<file path="config.mk">
export PLATFORM = sky130hd
export DESIGN_NAME = bsg_source_sync_rx_token_return
export DESIGN_NICKNAME = d
export VERILOG_FILES = /design/src/rtl/bsg_source_sync_rx_token_return.sv
export SDC_FILE = /design/constraint.sdc
export NUM_CORES = 1
export LEC_CHECK = 0
export ABC_CLOCK_PERIOD_IN_PS = 2450
export BUFFER_PORTS_ARGS = -buffer_cell sky130_fd_sc_hd__clkbuf_2
export CORE_ASPECT_RATIO = 1.75
export CORE_MARGIN = 2
export CORE_UTILIZATION = 47
export DETAILED_ROUTE_END_ITERATION = 8
export GPL_TIMING_DRIVEN = 0
export HOLD_SLACK_MARGIN = 0.12
export PLACE_DENSITY = 0.63
export SLEW_MARGIN = 5
export SYNTH_ARGS = -nofsm -noshare
export SYNTH_HDL_FRONTEND = slang
export SYNTH_SLANG_ARGS = --single-unit
</file>
<file path="constraint.sdc">
create_clock -name clk_i -period 2.45 [get_ports clk_i]
set_input_delay 0 -clock clk_i [delete_from_list [all_inputs] [get_ports clk_i]]
set_output_delay 0 -clock clk_i [all_outputs]
set_load 0.1 [all_outputs]
</file>
<file path="src/rtl/bsg_source_sync_rx_token_return.sv">
// Receive-side buffer for a source-synchronous channel. It buffers incoming words, returns
// credits as a decimated toggling token, and generates the 0-1-0 token-reset waveform.
module bsg_source_sync_rx_token_return #(
  parameter int unsigned channel_width_p                 = 8,
  parameter int unsigned lg_start_credits_p              = 5,
  parameter int unsigned lg_credit_to_token_decimation_p = 3,
  parameter int unsigned token_hold_cycles_p             = 4
) (
  input  logic                       clk_i,
  input  logic                       reset_n_i,
  input  logic                       v_i,
  input  logic [channel_width_p-1:0] data_i,
  output logic                       v_o,
  output logic [channel_width_p-1:0] data_o,
  input  logic                       yumi_i,
  output logic                       token_o,
  input  logic                       token_reset_req_i,
  output logic                       token_reset_busy_o,
  output logic                       overflow_o
);

  localparam int unsigned W     = channel_width_p;
  localparam int unsigned DEPTH = 1 << lg_start_credits_p;
  localparam int unsigned PTR_W = lg_start_credits_p + 1;
  localparam int unsigned CNT_W = lg_credit_to_token_decimation_p;
  localparam int unsigned PH_W  = (token_hold_cycles_p > 1) ? $clog2(token_hold_cycles_p) : 1;

  typedef enum logic [1:0] {RUN, RST_LO1, RST_HI, RST_LO2} state_e;

  state_e             state_q, state_d;
  logic [PTR_W-1:0]   wr_q, wr_d, rd_q, rd_d;
  logic [CNT_W-1:0]   cnt_q, cnt_d;
  logic [PH_W-1:0]    ph_q, ph_d;
  logic               token_q, token_d;
  logic               v_q, v_d;
  logic               ovf_q, ovf_d;
  logic               busy_q, busy_d;
  logic [W-1:0]       mem_q [DEPTH];
  logic               run, full, enq, deq, ph_done;

  assign run     = (state_q == RUN);
  assign full    = (wr_q[PTR_W-1] != rd_q[PTR_W-1]) &&
                   (wr_q[PTR_W-2:0] == rd_q[PTR_W-2:0]);
  assign deq     = run && yumi_i && v_q;
  // A full FIFO still accepts a word when the head leaves in the same cycle.
  assign enq     = run && v_i && (!full || deq);
  assign ph_done = (ph_q == PH_W'(token_hold_cycles_p - 1));

  // Next-state: FIFO pointers, credit counter, token line and reset sequencer.
  always_comb begin
    state_d = state_q;
    wr_d    = wr_q;
    rd_d    = rd_q;
    cnt_d   = cnt_q;
    ph_d    = ph_q;
    token_d = token_q;
    ovf_d   = ovf_q;
    case (state_q)
      RUN: begin
        if (enq) wr_d = wr_q + PTR_W'(1);
        if (deq) begin
          rd_d  = rd_q + PTR_W'(1);
          cnt_d = cnt_q + CNT_W'(1);
          if (cnt_q == '1) token_d = ~token_q;
        end
        if (v_i && full && !deq) ovf_d = 1'b1;
        if (token_reset_req_i) begin
          state_d = RST_LO1;
          wr_d    = wr_q;
          rd_d    = wr_q;
          cnt_d   = '0;
          ph_d    = '0;
          token_d = 1'b0;
        end
      end
      RST_LO1: begin
        ph_d = ph_q + PH_W'(1);
        if (ph_done) begin
          state_d = RST_HI;
          ph_d    = '0;
          token_d = 1'b1;
        end
      end
      RST_HI: begin
        ph_d = ph_q + PH_W'(1);
        if (ph_done) begin
          state_d = RST_LO2;
          ph_d    = '0;
          token_d = 1'b0;
        end
      end
      RST_LO2: begin
        ph_d = ph_q + PH_W'(1);
        if (ph_done) begin
          state_d = RUN;
          ph_d    = '0;
          token_d = 1'b0;
        end
      end
      default: state_d = RUN;
    endcase
    v_d    = (state_d == RUN) && (wr_d != rd_d);
    busy_d = (state_d != RUN);
  end

  always_ff @(posedge clk_i or negedge reset_n_i) begin
    if (!reset_n_i) begin
      state_q <= RUN;
      wr_q    <= '0;
      rd_q    <= '0;
      cnt_q   <= '0;
      ph_q    <= '0;
      token_q <= 1'b0;
      v_q     <= 1'b0;
      ovf_q   <= 1'b0;
      busy_q  <= 1'b0;
    end else begin
      state_q <= state_d;
      wr_q    <= wr_d;
      rd_q    <= rd_d;
      cnt_q   <= cnt_d;
      ph_q    <= ph_d;
      token_q <= token_d;
      v_q     <= v_d;
      ovf_q   <= ovf_d;
      busy_q  <= busy_d;
    end
  end

  // Storage needs no reset; contents are only observed behind v_o.
  always_ff @(posedge clk_i) begin
    if (enq) mem_q[wr_q[PTR_W-2:0]] <= data_i;
  end

  assign data_o             = mem_q[rd_q[PTR_W-2:0]];
  assign v_o                = v_q;
  assign token_o            = token_q;
  assign token_reset_busy_o = busy_q;
  assign overflow_o         = ovf_q;

`ifndef SYNTHESIS
  always @(posedge clk_i) begin
    if (reset_n_i && yumi_i && !v_q && !busy_q)
      $error("bsg_source_sync_rx_token_return: yumi_i asserted while v_o=0");
  end
`endif

endmodule

</file>
==> metrics.txt <==
outcome=finished with violations; failing checks=setup timing; initial antenna violation count=0; Core Region=23,900 um^2; global route overflow=0; Post-Synthesis Cells=591; Die W=122 um; placed insts=923; global-route usage over all layers=0.212; vias in the first global route=6,189; initial core utilization=0.477; routed len/inst=26.9 um; TritonCTS clock tree=yes; power per cell area=1160 nW/um^2; Non-Filler Instances=1,013; unrepaired setup endpoints after global routing=true; Max Cap Violations=0; Die Y=210 um; depth of the CTS H-tree=1; overall die area=25,600 um^2; most common cell after layout, fill and taps aside=edfxtp_1; via-per-instance ratio=5.97; CP arrival=2.79 ns; Root Driver=clkbuf_16; # IOs=25; P&R area growth vs syn=21.4%; post-synthesis register bit count=279; first-pass detailed-route iteration total=4; IR drop worst, VDD=0.810 mV; final slew viol count=0; fin crit share=1.14; I/O Buffers=24; clock-pin slew on the worst setup and hold paths=0.07 ns; Reg2Reg Depth=9; Post-synth ARST share=0.0824; CP endpoint kind=output pin; final setup margin=-0.341 ns; CTS Sinks=279; # nets final=707; main flop type after synthesis=edfxtp_1; Num CTS Buffers=25; CTS max path bufs=3; total number of vias=6,049; fill count=1,706; leakage=4.45 nW; CP Depth=7; DRC Markers=0; final hold vios=0; drt total wl=27.2 mm; dpl hpwl=17.9 mm; first-pass GRT wire length=38.9 mm; Worst slew margin=0.265; Worst-Skew Late Latency=0.53 ns; worst slew pin tran=1.10 ns; synth unique cells=51; 1st-iter DRT viols=569; share of cells above drive strength 1=0.379; HP Class=input port to flip-flop; CP Max Fanout=10; most frequent cells in the layout=edfxtp_1 (256), mux4_2 (80), nand2_1 (39); Syn Std Cell Area=11,400 um^2; Yosys warning count=0; Syn Area/Cell=19.3 um^2; antenna-violating nets left=0; post-synthesis sequential area ratio=0.724; largest net degree at the start of global routing=33; Power Total=16.1 mW; CP delay by family, top=multiplexers; Worst EP required=2.45 ns; Startpoint Class=flip-flop; kind of critical path=flip-flop to output pin; Max Clk Rate=358 MHz; Inserted Diodes=0; RD Place Congestion=0.890; CP max-delay cell=mux4_2; CP Cell Sequence=buf_12 > buf_12 > mux4_2 > mux4_2 > nand2_1 > nand2_1 > clkbuf_16; Rows=75; final worst clock skew=0.00770 ns; WP buf/inv=3; Hold Crit Depth=1; final setup violation count=8; CP peak stage delay=0.56 ns; Post-synth EDFFs=256; fin crit period=2.79 ns; Syn Nets=612
[worst paths after layout]
check                                       start                endpoint  slack [ns]
max                             rd_q[0]$_DFF_PN0_               data_o[2]       -0.34
min                                     data_i[4]  mem_q[15][4]$_DFFE_PP_        0.21
max reg2reg                     rd_q[0]$_DFF_PN0_  mem_q[27][0]$_DFFE_PP_        0.04
min reg2reg                overflow_o$_DFFE_PN0P_  overflow_o$_DFFE_PN0P_        0.48
max in group asynchronous               reset_n_i           v_o$_DFF_PN0_        0.91
min in group asynchronous               reset_n_i       rd_q[3]$_DFF_PN0_        0.81
[per-stage QoR]
step	TNS, ns	hold slack [ns]	cell area [um^2]	utilization	setup slack, ns
2_1_floorplan	-1.10	-0.296	11400	-	-0.0458
3_3_place_gp	-139.26	0.0273	11900	0.499	-0.881
3_5_place_dp	-144.85	0.0413	11900	0.499	-0.993
4_1_cts	-95.08	0.212	13300	0.554	-0.410
5_1_grt	-3.31	0.254	13900	0.580	-0.405
6_report	-2.51	0.209	13900	0.580	-0.341
[synthesized netlist by cell type, types with 2 or more instances]
library cell | number | share of area
buf_2 | 15 | 0.0066
ha_1 | 8 | 0.0088
buf_1 | 5 | 0.0016
xnor2_1 | 12 | 0.0092
mux4_2 | 80 | 0.16
a31oi_1 | 2 | 0.0011
nand4_1 | 2 | 0.0011
nand2_1 | 47 | 0.015
xor2_1 | 6 | 0.0046
nor3_1 | 6 | 0.0026
and2_1 | 2 | 0.0011
nor2_1 | 40 | 0.013
or2_2 | 2 | 0.0011
a21oi_1 | 10 | 0.0044
a31o_2 | 2 | 0.0015
nand3_1 | 9 | 0.0039
inv_1 | 4 | 0.0013
clkbuf_1 | 10 | 0.0033
edfxtp_1 | 256 | 0.67
o21ai_0 | 9 | 0.0039
nand3b_1 | 3 | 0.0020
a32oi_1 | 3 | 0.0023
dfrtp_1 | 23 | 0.050
o22ai_1 | 6 | 0.0033
or3b_2 | 2 | 0.0015
a22oi_1 | 2 | 0.0013
[area by class of cell]
type	count	area [um^2]	area share
sequential	279	8270	0.596
tap	308	385	0.0278
clock inverter	20	254	0.0183
inverter	5	18.8	0.00135
timing repair buffer	69	691	0.0498
buffer	31	282	0.0203
clock buffer	26	629	0.0454
multi-input combinational	275	3340	0.241
[logic make-up after synthesis]
group,Yosys count,synth area share
simple gates,124,0.0526
fa+ha+maj,8,0.00877
compound gates,42,0.0249
mux,82,0.160
xor+xnor,19,0.0158
flops,279,0.724
buf+inv,37,0.0148
[power breakdown]
part           leakage, nW  internal (mW)  switching (mW)
Sequential            2.58           5.38           0.174
Combinational         1.44           2.65            3.68
Clock                0.421           2.43            1.78
Total                 4.45           10.5            5.63
[registers in the layout (all words and copies together) (netlist names)]
register            flops
overflow_o              1
token_reset_busy_o      1
token_o                 1
v_o                     1
state_q                 2
mem_q                 256
ph_q                    2
wr_q                    6
cnt_q                   3
rd_q                    6
[routing by layer]
layer / vias up / routed length [um] / GRT usage
met2: 210 / 14700 / 0.378
li1: 2588 / - / -
met4: 0 / 1460 / 0.115
met3: 63 / 1270 / 0.0290
met5: - / 0 / 0
met1: 3188 / 9790 / 0.245
[what timing repair did]
| item | in CTS | in global routing |
|---|---|---|
| endpoints found under the hold margin | 39 | 0 |
| hold buffers | 5 | 0 |
| gates resized for setup | 97 | 62 |
| endpoints found under the setup margin | 265 | 264 |
| gates cloned | 0 | 3 |
| pin swaps | 3 | 2 |
| setup buffers | 7 | 30 |
Note: power is estimated with default switching activity, not from simulation.
